===== src/rtl/alu_op_sequencer.sv =====
// Issue/writeback sequencer: registers one ALU request, waits the per-opcode
// latency, then captures ALU results (and HI/LO for MUL/DIV) for a response handshake.
module alu_op_sequencer #(
    parameter int MUL_LAT = 2,
    parameter int DIV_LAT = 1,
    parameter int DATA_W  = 32
) (
    input  logic              clock,
    input  logic              clear,
    input  logic              req_valid,
    output logic              req_ready,
    input  logic [4:0]        req_op,
    input  logic [DATA_W-1:0] req_a,
    input  logic [DATA_W-1:0] req_b,
    input  logic              req_branch,
    output logic [DATA_W-1:0] alu_ra,
    output logic [DATA_W-1:0] alu_rb,
    output logic [4:0]        alu_op,
    output logic              alu_branch,
    input  logic [DATA_W-1:0] alu_hi,
    input  logic [DATA_W-1:0] alu_lo,
    output logic [DATA_W-1:0] z_hi,
    output logic [DATA_W-1:0] z_lo,
    output logic [DATA_W-1:0] hi_reg,
    output logic [DATA_W-1:0] lo_reg,
    output logic              rsp_valid,
    input  logic              rsp_ready,
    output logic              illegal,
    output logic              busy
);
    localparam logic [4:0] OP_DIV  = 5'b01111;
    localparam logic [4:0] OP_MUL  = 5'b10000;
    localparam logic [4:0] OP_MFLO = 5'b11000;

    localparam int MUL_L = (MUL_LAT < 1) ? 1 : MUL_LAT;
    localparam int DIV_L = (DIV_LAT < 1) ? 1 : DIV_LAT;
    localparam int MAX_L = (MUL_L > DIV_L) ? MUL_L : DIV_L;
    localparam int CNT_W = (MAX_L < 2) ? 1 : $clog2(MAX_L + 1);

    typedef enum logic [1:0] {IDLE, EXEC, DONE} state_t;

    state_t            state_q, state_d;
    logic [CNT_W-1:0]  cnt_q, cnt_d;
    logic [DATA_W-1:0] alu_ra_q, alu_ra_d, alu_rb_q, alu_rb_d;
    logic [4:0]        alu_op_q, alu_op_d;
    logic              alu_branch_q, alu_branch_d;
    logic [DATA_W-1:0] z_hi_q, z_hi_d, z_lo_q, z_lo_d;
    logic [DATA_W-1:0] hi_q, hi_d, lo_q, lo_d;
    logic              illegal_q, illegal_d;

    function automatic logic op_legal(input logic [4:0] op);
        case (op)
            5'b00000, 5'b00011, 5'b00100, 5'b00101, 5'b00110, 5'b00111,
            5'b01000, 5'b01001, 5'b01010, 5'b01011, 5'b01100, 5'b01101,
            5'b01110, 5'b01111, 5'b10000, 5'b10001, 5'b10010, 5'b10011,
            5'b11000, 5'b11111: op_legal = 1'b1;
            default:            op_legal = 1'b0;
        endcase
    endfunction

    always_comb begin
        state_d      = state_q;
        cnt_d        = cnt_q;
        alu_ra_d     = alu_ra_q;
        alu_rb_d     = alu_rb_q;
        alu_op_d     = alu_op_q;
        alu_branch_d = alu_branch_q;
        z_hi_d       = z_hi_q;
        z_lo_d       = z_lo_q;
        hi_d         = hi_q;
        lo_d         = lo_q;
        illegal_d    = illegal_q;
        case (state_q)
            IDLE: begin
                if (req_valid) begin
                    alu_ra_d     = req_a;
                    alu_rb_d     = req_b;
                    alu_op_d     = req_op;
                    alu_branch_d = req_branch;
                    if (req_op == OP_MUL)      cnt_d = CNT_W'(MUL_L);
                    else if (req_op == OP_DIV) cnt_d = CNT_W'(DIV_L);
                    else                       cnt_d = CNT_W'(1);
                    state_d = EXEC;
                end
            end
            EXEC: begin
                cnt_d = cnt_q - CNT_W'(1);
                if (cnt_q == CNT_W'(1)) begin
                    state_d = DONE;
                    if (!op_legal(alu_op_q)) begin
                        // Unknown opcodes never leak ALU outputs into Z.
                        z_hi_d    = '0;
                        z_lo_d    = '0;
                        illegal_d = 1'b1;
                    end else if (alu_op_q == OP_MFLO) begin
                        z_hi_d    = '0;
                        z_lo_d    = lo_q;
                        illegal_d = 1'b0;
                    end else begin
                        z_hi_d    = alu_hi;
                        z_lo_d    = alu_lo;
                        illegal_d = 1'b0;
                        if (alu_op_q == OP_MUL || alu_op_q == OP_DIV) begin
                            hi_d = alu_hi;
                            lo_d = alu_lo;
                        end
                    end
                end
            end
            DONE: begin
                if (rsp_ready) state_d = IDLE;
            end
            default: state_d = IDLE;
        endcase
    end

    always_ff @(posedge clock or posedge clear) begin
        if (clear) begin
            state_q      <= IDLE;
            cnt_q        <= '0;
            alu_ra_q     <= '0;
            alu_rb_q     <= '0;
            alu_op_q     <= '0;
            alu_branch_q <= 1'b0;
            z_hi_q       <= '0;
            z_lo_q       <= '0;
            hi_q         <= '0;
            lo_q         <= '0;
            illegal_q    <= 1'b0;
        end else begin
            state_q      <= state_d;
            cnt_q        <= cnt_d;
            alu_ra_q     <= alu_ra_d;
            alu_rb_q     <= alu_rb_d;
            alu_op_q     <= alu_op_d;
            alu_branch_q <= alu_branch_d;
            z_hi_q       <= z_hi_d;
            z_lo_q       <= z_lo_d;
            hi_q         <= hi_d;
            lo_q         <= lo_d;
            illegal_q    <= illegal_d;
        end
    end

    assign req_ready  = (state_q == IDLE);
    assign rsp_valid  = (state_q == DONE);
    assign busy       = (state_q != IDLE);
    assign illegal    = illegal_q & rsp_valid;
    assign alu_ra     = alu_ra_q;
    assign alu_rb     = alu_rb_q;
    assign alu_op     = alu_op_q;
    assign alu_branch = alu_branch_q;
    assign z_hi       = z_hi_q;
    assign z_lo       = z_lo_q;
    assign hi_reg     = hi_q;
    assign lo_reg     = lo_q;
endmodule


===== config.mk =====
export PLATFORM = sky130hd
export DESIGN_NAME = alu_op_sequencer
export DESIGN_NICKNAME = d
export VERILOG_FILES = /design/src/rtl/alu_op_sequencer.sv
export SDC_FILE = /design/constraint.sdc
export NUM_CORES = 1
export LEC_CHECK = 0
export CAP_MARGIN = 10
export CELL_PAD_IN_SITES_DETAIL_PLACEMENT = 0
export CELL_PAD_IN_SITES_GLOBAL_PLACEMENT = 2
export CORE_MARGIN = 2
export CORE_UTILIZATION = 30
export DETAILED_ROUTE_END_ITERATION = 10
export PLACE_DENSITY = 0.95
export SLEW_MARGIN = 10
export SYNTH_ARGS = -nofsm -noshare
export SYNTH_HDL_FRONTEND = slang
export SYNTH_SLANG_ARGS = --single-unit

===== constraint.sdc =====
create_clock -name clock -period 15.34 [get_ports clock]
set_input_delay 3.068 -clock clock [delete_from_list [all_inputs] [get_ports clock]]
set_output_delay 3.068 -clock clock [all_outputs]
set_load 0.05 [all_outputs]

==> run_results.csv <==
group,metric,value,unit
sta,period_share,0.340,
place,dp.final_hpwl,15500,um
final_layout,layout.filler_cells,2431,
detailed_routing,remaining_drc_errors,0,
logic_synthesis,synth_area_per_cell,14.9,um^2
worst_setup_path,timing.critical_path.required,12.27,ns
logic_synthesis,synth_nets,685,
hold_path,min_path_type,"register to register",
clock_tree,worst_skew_pair.late_latency,0.51,ns
die,fp.coreArea,0.0267,mm^2
die,die_width,168,um
logic_synthesis,edff_count_synth,0,
detailed_routing,post_drt_via_cell_ratio,4.71,
worst_setup_path,critical_path_arrival,2.15,ns
grt,global_route.overflow_total,0,
worst_setup_path,crit_path_start,"state_q[0]",
grt,grt_max_degree,145,
logic_synthesis,synthMostInstantiatedCell,"sky130_fd_sc_hd__dfrtp_1",
logic_synthesis,async_reset_ff_frac,1.00,
worst_setup_path,startpoint_type,"register",
clock_tree,root_buffer,"sky130_fd_sc_hd__clkbuf_16",
place,numPortBuffers,339,
worst_setup_path,worst_r2r_endpoint,"lo_reg[19]",
worst_setup_path,reg2regPathDepth,6,
logic_synthesis,area_share_of_the_largest_cell_type_after_synthesis,0.627,
grt,grtUsageTotal,0.156,
final_layout,seqCellArea,0.00508,mm^2
logic_synthesis,synth.ff_latch_count,203,
worst_setup_path,crit_type,"register to primary output",
logic_synthesis,yosysWarningCount,0,
logic_synthesis,synth_top_area_cell,"sky130_fd_sc_hd__dfrtp_1",
final_layout,multiInputGateArea,0.00277,mm^2
worst_setup_path,crit_end,"req_ready",
clock_tree,cts-resized-gates,0,
run,drv.max_cap_violation_count,0,
sta,grt_setup_unrepaired,"false",
status,status,"completed",
sta,totalNegativeSetupSlack,0,ns
grt,grt_first_pass_wirelength,35500,um
detailed_routing,dr.first_iter.drc_count,299,
clock_tree,tritoncts_num_sinks,203,
clock_tree,cts_tree,"yes",
die,dieArea,0.0283,mm^2
die,placementRows,60,
logic_synthesis,synth.area.top_cells,"sky130_fd_sc_hd__dfrtp_1, sky130_fd_sc_hd__mux2_2, sky130_fd_sc_hd__mux2i_1",
detailed_routing,avgRoutedWirePerCell,18.6,um
logic_synthesis,primary_ff_master_synth,"sky130_fd_sc_hd__dfrtp_1",
logic_synthesis,sequential_to_total_area_share_from_yosys_stat,0.627,
die,floorplan.initialDensity,0.303,
worst_setup_path,rr_startpoint,"alu_op[0]",
detailed_routing,ant_nets,0,
clock_tree,post_cts_setup_inserts,0,
sta,max-slew-margin-rel,0.213,
worst_setup_path,critPathMaxFanout,7,
sta,max_slew_violation_count,0,
final_layout,fraction_of_final_layout_cells_with_drive_strength_greater_than_1,0.201,
place,place.gp.congestion,0.706,
grt,grt_antenna_before_repair,0,
detailed_routing,route.final.wire_length,23000,um
sta,timing_worst_slew_pin_value,1.18,ns
detailed_routing,route.vias.total,5821,
logic_synthesis,netlist_instances,544,
final_layout,design.final.nets,1019,
worst_setup_path,regToRegSetupSlack,12.33,ns
final_layout,n_antenna_cell,0,
worst_setup_path,category_of_the_worst_setup_path_capture_point,"primary output",
clock_tree,cts_max_path_buffers,3,
clock_tree,hold_buffers,0,
die,num_io_pins,340,
logic_synthesis,synth_area,0.00810,mm^2
sta,report.final.hold_viol_count,0,
sta,timing.clock.skew,0.0111,ns
sta,setup_viol,0,
logic_synthesis,synth_common_cells,"sky130_fd_sc_hd__dfrtp_1, sky130_fd_sc_hd__mux2_2, sky130_fd_sc_hd__nand2_1",
sta,finalCriticalPeriod,5.22,ns
grt,grt_pass1_vias,6263,
clock_tree,cts_made_buffers,23,
detailed_routing,drt-pass1-iter-count,6,
clock_tree,path_clk_slew,0.06,ns
final_layout,syn2layout_area_growth,54.2,%
sta,max_freq,192,MHz
logic_synthesis,ys_types,34,
die,die-height,168,um
clock_tree,number_of_h_tree_levels,1,
==> logic make-up after synthesis <==
logic type                 Yosys count  share of synthesized area
adders and majority gates            3                    0.00463
muxes                              166                      0.226
and+or+nand+nor                     52                     0.0318
buffers and inverters               46                     0.0329
DFF                                203                      0.627
AOI/OAI and AO/OA                   74                     0.0783
==> metrics by stage <==
stage	area, um^2	hold WS [ns]	setup WS, ns	std cells	util
2_1_floorplan	8100	0.466	6.73	544	-
3_3_place_gp	11800	0.460	10.14	1194	0.440
3_5_place_dp	11800	0.465	10.10	1194	0.440
4_1_cts	12500	0.478	10.09	1235	0.468
5_1_grt	12500	0.501	10.05	1235	0.468
6_report	12500	0.471	10.12	1235	0.468
==> final cells by class <==
class,count,share of cell area
Timing Repair Buffer,348,0.277
Sequential cell,203,0.406
Clock inverter,8,0.00551
Tap cell,341,0.0341
Inverter,7,0.00270
Clock buffer,33,0.0531
Multi-Input combinational cell,295,0.221
==> cells in the final DEF (no fill, tap or decap), types with 2 or more instances in the layout <==
master,synthesis,final
sky130_fd_sc_hd__mux2_1,5,5
sky130_fd_sc_hd__mux2i_1,33,33
sky130_fd_sc_hd__ha_1,3,3
sky130_fd_sc_hd__clkdlybuf4s50_1,0,339
sky130_fd_sc_hd__a32o_1,32,32
sky130_fd_sc_hd__and4bb_2,2,2
sky130_fd_sc_hd__dfrtp_1,203,203
sky130_fd_sc_hd__inv_1,7,6
sky130_fd_sc_hd__mux2_2,128,128
sky130_fd_sc_hd__o21ai_0,5,5
sky130_fd_sc_hd__nand2_1,35,35
sky130_fd_sc_hd__nand2b_1,2,2
sky130_fd_sc_hd__clkbuf_8,0,5
sky130_fd_sc_hd__buf_4,7,9
sky130_fd_sc_hd__clkbuf_16,0,23
sky130_fd_sc_hd__clkinv_2,0,6
sky130_fd_sc_hd__clkbuf_1,13,5
sky130_fd_sc_hd__o31ai_1,32,32
==> routing by layer <==
| metal | part of all wire | vias up | global-route usage |
|---|---|---|---|
| met3 | 0.092 | 29 | 0.0552 |
| met5 | 0 | - | 0 |
| met4 | 0.020 | 0 | 0.0420 |
| met2 | 0.46 | 254 | 0.255 |
| li1 | - | 2655 | - |
| met1 | 0.42 | 2883 | 0.198 |
==> worst max-delay path: stages (launching register included) <==
cell and delay [ns]:
sky130_fd_sc_hd__dfrtp_1 0.45, sky130_fd_sc_hd__or2_2 0.35, sky130_fd_sc_hd__inv_1 0.06, sky130_fd_sc_hd__clkdlybuf4s50_1 0.79
==> worst min-delay path by stage <==
stage,startpoint,to,slack (ns),cells past startpoint
global route,z_lo[30],z_lo[30],0.50,2
finish,z_lo[11],z_lo[11],0.47,2
CTS,z_lo[21],z_lo[21],0.48,2
global placement,z_lo[23],z_lo[23],0.46,2
detailed placement,z_lo[21],z_lo[21],0.46,2
floorplan,cnt_q[0],cnt_q[0],0.47,1
Power is left out: the tool's default activity adds up to more than one toggle a clock period on the data nets, which glitch-free logic cannot reach.
